## src/rtl/cram_loader.sv

```systemverilog
// cram_loader: write-side front end for the 256x16 palette CRAM.
// Z80 byte writes are paired into 16-bit words (low byte latched, high byte
// commits), DMA supplies whole words. Both feed one small in-order FIFO that
// drains to the CRAM write port, optionally only while the raster is blanked.
module cram_loader #(
    parameter int DEPTH = 4
) (
    input  logic        clk,
    input  logic        rst,
    input  logic        cpu_wr,
    input  logic [8:0]  cpu_addr,
    input  logic [7:0]  cpu_data,
    input  logic        dma_valid,
    input  logic [7:0]  dma_addr,
    input  logic [15:0] dma_data,
    output logic        dma_ready,
    input  logic        defer_en,
    input  logic        blank,
    output logic [7:0]  cram_addr,
    output logic [15:0] cram_data,
    output logic        cram_we,
    output logic        busy,
    output logic        ovf,
    input  logic        ovf_clr
);

    localparam int PW = (DEPTH > 1) ? $clog2(DEPTH) : 1;
    localparam int CW = PW + 1;
    localparam logic [CW-1:0] FULL_CNT = CW'(DEPTH);

    typedef struct packed {
        logic [7:0]  addr;
        logic [15:0] data;
    } entry_t;

    entry_t        mem [DEPTH];
    logic [PW-1:0] wr_ptr, rd_ptr;
    logic [CW-1:0] count, count_nxt;
    logic [7:0]    lo;

    logic   cpu_commit, full, cpu_push, dma_push, push, pop;
    entry_t push_ent;

    // Push/pop decisions. Fullness is judged on the registered count only, so
    // a pop in the same cycle never makes room for a push.
    always_comb begin
        cpu_commit = cpu_wr & cpu_addr[0];
        full       = (count == FULL_CNT);
        dma_ready  = ~full & ~cpu_commit;
        cpu_push   = cpu_commit & ~full;
        dma_push   = dma_valid & dma_ready;
        push       = cpu_push | dma_push;
        pop        = (count != '0) & (~defer_en | blank);
        push_ent   = cpu_commit ? entry_t'({cpu_addr[8:1], cpu_data, lo})
                                : entry_t'({dma_addr, dma_data});
        count_nxt  = count;
        case ({push, pop})
            2'b10:   count_nxt = count + CW'(1);
            2'b01:   count_nxt = count - CW'(1);
            default: count_nxt = count;
        endcase
    end

    // Low-byte latch; high-byte writes reuse it without disturbing it.
    always_ff @(posedge clk) begin
        if (rst)
            lo <= '0;
        else if (cpu_wr && !cpu_addr[0])
            lo <= cpu_data;
    end

    // Sticky overflow flag; a drop in the same cycle as a clear keeps it set.
    always_ff @(posedge clk) begin
        if (rst)
            ovf <= 1'b0;
        else if (cpu_commit && full)
            ovf <= 1'b1;
        else if (ovf_clr)
            ovf <= 1'b0;
    end

    // FIFO storage; contents need no reset since count gates every read.
    always_ff @(posedge clk) begin
        if (push)
            mem[wr_ptr] <= push_ent;
    end

    // FIFO pointers, occupancy and the registered busy flag.
    always_ff @(posedge clk) begin
        if (rst) begin
            wr_ptr <= '0;
            rd_ptr <= '0;
            count  <= '0;
            busy   <= 1'b0;
        end else begin
            if (push) wr_ptr <= wr_ptr + PW'(1);
            if (pop)  rd_ptr <= rd_ptr + PW'(1);
            count <= count_nxt;
            busy  <= (count_nxt != '0);
        end
    end

    // CRAM write port: one registered pulse per popped entry, address/data hold.
    always_ff @(posedge clk) begin
        if (rst) begin
            cram_we   <= 1'b0;
            cram_addr <= '0;
            cram_data <= '0;
        end else begin
            cram_we <= pop;
            if (pop) begin
                cram_addr <= mem[rd_ptr].addr;
                cram_data <= mem[rd_ptr].data;
            end
        end
    end

endmodule

```

## config.mk

```make
export PLATFORM = sky130hd
export DESIGN_NAME = cram_loader
export DESIGN_NICKNAME = d
export VERILOG_FILES = /design/src/rtl/cram_loader.sv
export SDC_FILE = /design/constraint.sdc
export NUM_CORES = 1
export LEC_CHECK = 0
export BUFFER_PORTS_ARGS = -buffer_cell sky130_fd_sc_hd__buf_2
export CORE_ASPECT_RATIO = 0.75
export CORE_MARGIN = 2
export CORE_UTILIZATION = 40
export CTS_CLUSTER_SIZE = 16
export DETAILED_ROUTE_END_ITERATION = 12
export PLACE_DENSITY = 0.68
export SLEW_MARGIN = 5
export SYNTH_ARGS = -nofsm -noshare
export SYNTH_HDL_FRONTEND = slang
export SYNTH_SLANG_ARGS = --single-unit
```

## constraint.sdc

```tcl
create_clock -name clk -period 3.61 [get_ports clk]
set_input_delay 0.9025 -clock clk [delete_from_list [all_inputs] [get_ports clk]]
set_output_delay 0.9025 -clock clk [all_outputs]
set_load 0.05 [all_outputs]
```

== Yosys cells after proc, flatten, opt, wreduce, memory -nomap -nowiden ==
Memories as Yosys holds them, arrays and structs flattened. A register that Yosys moved wholly into a read port is not among the register bits.
Index checks and enable logic that the tools add are counted.

* Register bits: 18
* Memory bits (writable): 96
* Input port bits: 48
* Output and inout bits: 28
* Word-level logic and storage cells: 37
* Memories: 1

{| class="wikitable"
|+ Memory list
! memory !! depth !! bits a word !! rd ports !! clocked after memory_dff !! write ports !! RTL line !! source
|-
| mem || 4 || 24 || 1 || 1 || 1 || 36 || <nowiki>entry_t mem [DEPTH];</nowiki>
|}

* Add/sub/neg operators: 4
* Equality and inequality tests: 3
* Mux-type cells: 6
* Bitwise gates (word level): 10
* Reductions and logical operators: 6

{| class="wikitable"
|+ Operator list
! operator !! number
|-
| 24-bit two-way mux || 1
|-
| 3-bit one-hot mux with 2 select lines || 1
|-
| 3-bit nonzero test || 2
|-
| 1-bit bitwise AND || 5
|-
| 2-bit by 1-bit adder with 2-bit output (second input constant) || 2
|-
| 1-bit two-way mux || 4
|-
| 3-bit by 1-bit adder with 3-bit output (second input constant) || 1
|-
| 3-bit == test (second input constant) || 1
|-
| 1-bit inverter || 3
|-
| 3-bit by 1-bit subtractor with 3-bit output (second input constant) || 1
|-
| 2-bit by 1-bit == test with 1-bit output (second input constant) || 1
|-
| 2-bit == test (second input constant) || 1
|-
| 1-bit logical AND || 2
|-
| 1-bit OR || 2
|-
| 2-bit nonzero test || 1
|-
| 1-bit logical NOT || 1
|}

== Depth between registers and ports, before layout ==
Gate-level depths: netlist of run 1.

* Depth after elaboration: 8
* Depth in mapped cells: 8
* Gate-level depth less buffers: 8

== Least setup slack after synthesis of run 1 ==
Ideal clock, no wire load.

* Kind: input to output
* Start point: in cpu_addr[0]
* End point: out dma_ready
* Arrival: 1.681 ns
* Required time: 2.707 ns
* Path slack: 1.026 ns
* Cell stages on the path: 1
* Buffers on the path: 0
* Cells stage by stage: a21oi_1

* Word-level cells in the longest chain between the ends: 3

{| class="wikitable"
|+ Ends and longest elaborated chain
! item !! RTL line !! source
|-
| from (decl) || 11 || <nowiki>input logic [8:0] cpu_addr,</nowiki>
|-
| 1-bit bitwise AND || 47 || <nowiki>cpu_commit = cpu_wr & cpu_addr[0];</nowiki>
|-
| 1-bit inverter || 49 || <nowiki>dma_ready = ~full & ~cpu_commit;</nowiki>
|-
| 1-bit bitwise AND || 49 ||
|-
| to (decl) || 16 || <nowiki>output logic dma_ready,</nowiki>
|}

Every way passes these cells.

== Final worst setup path of run 1 ==
* Start point: reg count[2]
* End point: out dma_ready

* Word-level cells in the longest chain between the ends: 3

{| class="wikitable"
|+ Ends and longest elaborated chain
! item !! RTL line !! source
|-
| from (decl) || 38 || <nowiki>logic [CW-1:0] count, count_nxt;</nowiki>
|-
| from (signal assigned) || 98 || <nowiki>count <= count_nxt;</nowiki>
|-
| 3-bit == test || 48 || <nowiki>full = (count == FULL_CNT);</nowiki>
|-
| 1-bit inverter || 49 ||
|-
| 1-bit bitwise AND || 49 ||
|}

Every way passes these cells.

==> results by group, run 1 <==
Pwr
  – Comb power frac: 27.7%
  – Reg power frac: about two fifths
  – Clock share of power: 31.4%
  – Sw frac: roughly a third
  – Int Pwr: between 3000 and 4000 uW
  – Lkg Pwr: between 0.002 and 0.0025 uW
  – Switch Pwr: between 1500 and 2000 uW
  – Pwr/cell area: between 800 and 900 nW/um^2
  – Max VDD drop: 450.0 uV

Global route
  – All-layer global routing usage: approximately 15%
  – First-pass GRT wire length: 16,680 um
  – GRT overflow: 0
  – Via count of the first global-routing pass: 3,052
  – Pin count of the biggest net entering global routing: 29
  – Initial antenna violation count: 0

Synthesis
  – Largest cells by area after synthesis: edfxtp_1, dfxtp_1, mux4_2, mux2_2, mux4_1
  – Distinct cell type count after synthesis: 38
  – Cell type with the highest aggregate area in the netlist: edfxtp_1
  – Post-synthesis instance total: just under 300
  – Register area share after synthesis: roughly 69%
  – Syn avg cell area: 18.14 sq um
  – Share of Yosys cell area claimed by the top area cell type: about 54%
  – Compound-gate portion of the synthesized area: under 10%
  – Yosys Warn Count: 0
  – Post-Syn Area: between 5000 and 6000 sq um
  – Adder-Cell Fraction of Synth Area: between 1.5 and 2%
  – Number of synthesized flops with an enable pin: 96
  – Simple logic cell fraction of the synthesized area: under 10%
  – Synth top cells by count: edfxtp_1, dfxtp_1, mux2_2
  – Syn nets: about 350
  – Most numerous cell in the Yosys netlist: edfxtp_1
  – Count of state elements after synthesis: roughly 140
  – Fraction of synthesized area in multiplexers: about 17%
  – Synth async-reset ratio: 0%
  – Synth Flop Type: edfxtp_1
  – Post-Synth XOR/XNOR Area: less than 1%
  – Largest family of logic cells by synthesized area: multiplexers

STA
  – Slew Viols, Final: 0
  – Total negative slack: 0 ns
  – Post-route minimum period: 2.474 ns
  – Fmax: 404.2 MHz
  – Clock skew: 0.01258 ns
  – Crit share post-route: about two thirds
  – Final hold vios: 0
  – Fin worst setup slack: between 1 and 1.5 ns
  – Final setup fails: 0
  – Transition time of the tightest slew-check pin: 0.9153 ns
  – Slew HR: 38.98%
  – RSZ-0062 raised after global routing: false
  – WHS: 0.4697 ns

Critical path
  – Worst Path Max Fanout: 6
  – Crit path DAT: ~1.6 ns
  – Crit path capture type: output port
  – Crit path max-delay cell type: nor3b_1
  – Family with the most delay on the worst path: simple AND/OR/NAND/NOR gates
  – Crit-path cells: nor3b_1 -> a21oi_1 -> buf_2
  – Required @ worst endpoint: between 2 and 3 ns
  – Buffers and inverters on the worst path: 1
  – Worst Setup Path Type: reg2out
  – CP max stage delay: approximately 0.44 ns
  – CP Launch Type: flop

Clock network
  – CTS Sinks: around 140
  – Clk root buf: clkbuf_16
  – CTS tree: built
  – Hold-fix buffers, CTS: 0
  – Clk slew on worst S/H paths: about 0.060 ns
  – CTS Buf Count: 17
  – Clock Path Buffers: 2
  – Post CTS Setup Buffer Count: 0
  – Worst-Skew Late Latency: approximately 0.4 ns
  – PostCTS Resize Cnt: 0
  – H-tree depth: 4

Finish
  – Ant. Diodes: 0
  – # nets final: roughly 440
  – Area Overhead vs Synth: 21.18%
  – Final cell count without fillers: between 500 and 600
  – Layout fillers: ~1,100
  – Share of layout cells above drive strength 1: 40.91%
  – Layout Utilization: 49.98%

Route
  – Iter 0 DRT Violations: 204
  – Drt wl/cell: 18.38 um
  – Number of vias per cell: 5.083
  – First-pass detailed-route iteration total: 4
  – Post-Route WL: 10,420 um
  – DR DRC count: 0
  – Vias post-DR: a little under 3,000
  – Detail Route Antenna Nets: 0

Floorplan
  – Die height: 104.5 um
  – I/O pin total: 76
  – Die area: about 14,000 sq um
  – Std-Cell Core Area: ~13,000 sq um
  – Core Rows: 36
  – Width of the chip: around 140 um
  – Initial core utilization: a little over 40%

Placed design
  – DP Wirelength: roughly 6400 um
  – RePlAce Congestion: between 0.6 and 0.7
  – PortBufs: between 70 and 80
  – Inst Count DP: ~540
  – Place WS: roughly 0.8 ns

Job
  – Max cap viols: 0

Outcome
  – Outcome: complete, no violations

Worst hold path
  – Hold Crit Class: reg2reg
==> area by class of cell <==
class,count,area [sq um],area share (%)
sequential,138,3725,57.05
multi-input combinational,138,1544,23.65
clock buffer,21,440.4,6.746
timing repair buffer,83,435.4,6.669
tap,171,214.0,3.277
clock inverter,11,151.4,2.319
inverter,5,18.77,0.2875
==> cell families (layout without fill, tap and decap cells) <==
logic type	after synthesis	after routing
multiplexers	57	57
adder cells (fa/ha/maj)	6	6
AND/OR/NAND/NOR	33	33
buffers and inverters	21	120
flip-flops	138	138
XOR/XNOR	2	2
AO/OA/AOI/OAI	40	40
==> worst reg2reg max path, delay by kind of cell (launching register included) <==
kind                     cells  cell delay (ns)
AND/OR/NAND/NOR              3             0.92
AO/OA/AOI/OAI                1             0.11
flip-flops                   1             0.38
adder cells (fa/ha/maj)      2             0.62
XOR/XNOR                     1             0.14
==> sequential cells by signal, indices dropped and copies added (netlist names) <==
name,flops
busy,1
count,3
cram_addr,8
cram_data,16
cram_we,1
lo,8
mem,96
ovf,1
rd_ptr,2
wr_ptr,2
==> per-stage QoR <==
| step | area (sq um) | total power (uW) |
|---|---|---|
| 2_1_floorplan | 5388 | 3472 |
| 3_3_place_gp | 5937 | 3791 |
| 3_5_place_dp | 5937 | 3840 |
| 4_1_cts | 6529 | 5580 |
| 5_1_grt | 6529 | 5766 |
| 6_report | 6529 | 5509 |
==> worst paths after layout <==
path / depth (start not counted) / endpoint / slack (ns) / start
hold / removal: 1 / cram_addr[3] / 0.47 / cram_addr[3]
setup reg to reg: 7 / busy / 1.36 / count[0]
hold reg to reg: 1 / cram_addr[3] / 0.47 / cram_addr[3]
setup / recovery: 3 / dma_ready / 1.14 / count[2]
==> cell usage in the layout, fill, tap and decap left out, types with 5 or more instances in the layout <==
cell type	instances
inv_1	5
buf_2	75
a22o_1	19
dfxtp_1	41
mux4_2	17
mux2i_1	9
mux4_1	7
a21oi_1	5
mux2_2	24
edfxtp_1	96
clkbuf_16	17
buf_4	8
nor2_1	15
ha_1	5
a22o_2	5
==> routing by layer <==
layer  GRT usage [%]  up-vias  wire length, um
li1                -     1363                -
met1           19.91     1445             4733
met2           24.54       69             4996
met3           5.893        5              651
met4           4.373        0               43
met5               0        -                0
==> power groups by stage <==
stage,combinational (uW),sequential (uW),clock [uW]
floorplan,850,2620,0
global placement,1520,2270,0
detailed placement,1550,2290,0
CTS,1550,2270,1760
global route,1630,2300,1830
finish,1530,2250,1730
No activity file was read; power rests on OpenSTA's default activity.
==> run 2: changes to the inputs <==
==> constraint.sdc (replaced) <==
create_clock -name clk -period 2.5 [get_ports clk]
set_input_delay 0.625 -clock clk [delete_from_list [all_inputs] [get_ports clk]]
set_output_delay 0.625 -clock clk [all_outputs]
set_load 0.05 [all_outputs]
==> run 2 against run 1 <==
Against the previous run: combinational power rose by 53%; flip-flop and latch count did not move; hold slack got worse by 0.012 ns; via count rose by 0.59%; sequential power rose by 41%; clock power rose by 52%; clock-buffer cell count fell by 4; critical path depth did not move; critical endpoint unchanged; worst setup slack got worse by 0.87 ns; sequential share of layout area fell by 0.70 points.
==> results by group, run 2 (same netlist as run 1, synthesis figures left out) <==
Clock network
  – CTS Buf Count: 17
  – Hold-fix buffers, CTS: 0
  – Post CTS Setup Buffer Count: 0
  – H-tree depth: 4
  – CTS tree: built
  – Clk slew on worst S/H paths: around 0.06 ns
  – Clk root buf: clkbuf_16
  – Worst-Skew Late Latency: ~0.42 ns
  – Clock Path Buffers: 2
  – CTS Sinks: roughly 140
  – PostCTS Resize Cnt: 0

Pwr
  – Lkg Pwr: 0.002488 uW
  – Pwr/cell area: ~1200 nW/um^2
  – Sw frac: between 30% and 40%
  – Int Pwr: approximately 5500 uW
  – Switch Pwr: ~2700 uW
  – Comb power frac: 28.8%
  – Max VDD drop: 632.5 uV
  – Clock share of power: 32.3%
  – Reg power frac: between 30 and 40%

Global route
  – Initial antenna violation count: 0
  – Pin count of the biggest net entering global routing: 26
  – GRT overflow: 0
  – Via count of the first global-routing pass: approximately 3,100
  – All-layer global routing usage: 15.96%
  – First-pass GRT wire length: around 17,000 um

Route
  – DR DRC count: 0
  – Vias post-DR: just under 3,000
  – Number of vias per cell: 5.086
  – Iter 0 DRT Violations: roughly 220
  – First-pass detailed-route iteration total: 4
  – Post-Route WL: around 11,000 um
  – Drt wl/cell: between 15 and 20 um
  – Detail Route Antenna Nets: 0

Worst hold path
  – Hold Path Sink: lo[6]
  – Hold path depth: 3
  – Hold Crit Start: cpu_data[6]
  – Hold Crit Class: in2reg

STA
  – Clock skew: 0.007039 ns
  – Fmax: ~450 MHz
  – Slew Viols, Final: 0
  – Slew HR: between 60% and 70%
  – Fin worst setup slack: roughly 0.26 ns
  – Post-route minimum period: 2.235 ns
  – Crit share post-route: between 80% and 90%
  – Final hold vios: 0
  – WHS: 0.4574 ns
  – RSZ-0062 raised after global routing: false
  – Total negative slack: 0 ns
  – Transition time of the tightest slew-check pin: 0.4972 ns
  – Final setup fails: 0

Finish
  – Max reg flops: 96
  – # nets final: 440
  – Largest Register: mem
  – Area Overhead vs Synth: 22.69%
  – Commonest non-fill, non-tap cell in the layout: edfxtp_1
  – Commonest non-fill, non-tap cells in the layout: edfxtp_1, buf_2, dfxtp_1, mux2_2, a22o_1
  – Fin area: 6610 sq um
  – Area of the multi-input gates: roughly 1500 sq um
  – Layout fillers: around 1,100
  – Share of layout cells above drive strength 1: between 40% and 50%
  – Layout Utilization: about half
  – Biggest regs: mem: 96 flops, cram_data: 16 flops
  – Ant. Diodes: 0
  – Sequential Area: around 3700 sq um

Critical path
  – FF-to-FF Start: count[0]
  – Worst Path Max Fanout: 6
  – Capture point of the worst reg-to-reg path: busy
  – Worst reg-to-reg setup slack: approximately 0.27 ns
  – Crit path DAT: about 1.6 ns
  – CP Launch Type: flop
  – Required @ worst endpoint: approximately 1.9 ns
  – Crit-path cells: nor3b_1 -> a21oi_1 -> buf_2
  – Crit path max-delay cell type: nor3b_1
  – Worst Setup Path Type: reg2out
  – Crit path capture type: output port
  – CP max stage delay: around 0.46 ns
  – FF-to-FF path depth: 7

Placed design
  – DP Wirelength: ~6500 um
  – Placed Instance Area: 5984 sq um
  – PortBufs: between 70 and 80
  – Place WS: ~0.15 ns
  – RePlAce Congestion: 0.6831

Floorplan
  – Initial core utilization: around two fifths
  – Width of the chip: around 140 um
  – Std-Cell Core Area: roughly 13,000 sq um
  – Die height: 104.5 um
  – Core Rows: 36
  – I/O pin total: 76
  – Die area: around 14,000 sq um

Job
  – Max cap viols: 0

Outcome
  – Outcome: complete, no violations
run 2: changes by cell type in the layout (fill, tap and decap cells not counted):
cell	delta
clkinvlp_4	+4
inv_6	+1
buf_12	+2
clkinv_4	+3
clkinv_1	-3
buf_4	+1
clkinv_2	-1
clkbuf_1	-4
run 2: power by group through the flow:
stage                     logic (uW)  registers [uW]  clock network (uW)
after detailed placement        2360            3230                   0
after CTS                       2370            3190                2690
after floorplan                 1230            3790                   0
after global routing            2500            3240                2780
after global placement          2330            3200                   0
final                           2340            3180                2630
run 2: worst max-delay path by stage:
| stage | startpoint | to | slack, ns | cells after the start |
|---|---|---|---|---|
| floorplan | defer_en | busy | 0.28 | 7 |
| global route | count[2] | busy | 0.09 | 8 |
| global placement | cpu_addr[0] | busy | 0.19 | 9 |
| CTS | count[2] | dma_ready | 0.23 | 3 |
| finish | count[2] | dma_ready | 0.26 | 3 |
| detailed placement | cpu_addr[0] | busy | 0.15 | 9 |
run 2: final cells by class:
type                    count  area share (%)
clock buffers              17           6.436
clock inverters            15           3.029
inverters                   5          0.2839
multi-input cells         138           23.36
flip-flops and latches    138           56.35
well taps                 171           3.237
repair buffers             86           7.306
run 2: metrics by stage:
stage,total power (uW),std cells
2_1_floorplan,5013,297
3_3_place_gp,5530,538
3_5_place_dp,5592,538
4_1_cts,8244,570
5_1_grt,8512,570
6_report,8147,570
run 2: worst max-delay path, delay by kind of cell (launching register included):
family / cells / cell delay, ns
simple gates: 1 / 0.46
compound gates: 1 / 0.07
flops: 1 / 0.42
buf+inv: 1 / 0.23
run 2: per-layer routing:
layer	track usage, %	vias up	share of wire, %
met2	26.63	100	48
met5	0	-	0
met4	6.560	0	0.98
met3	4.788	11	8.1
li1	-	1369	-
met1	19.50	1419	42
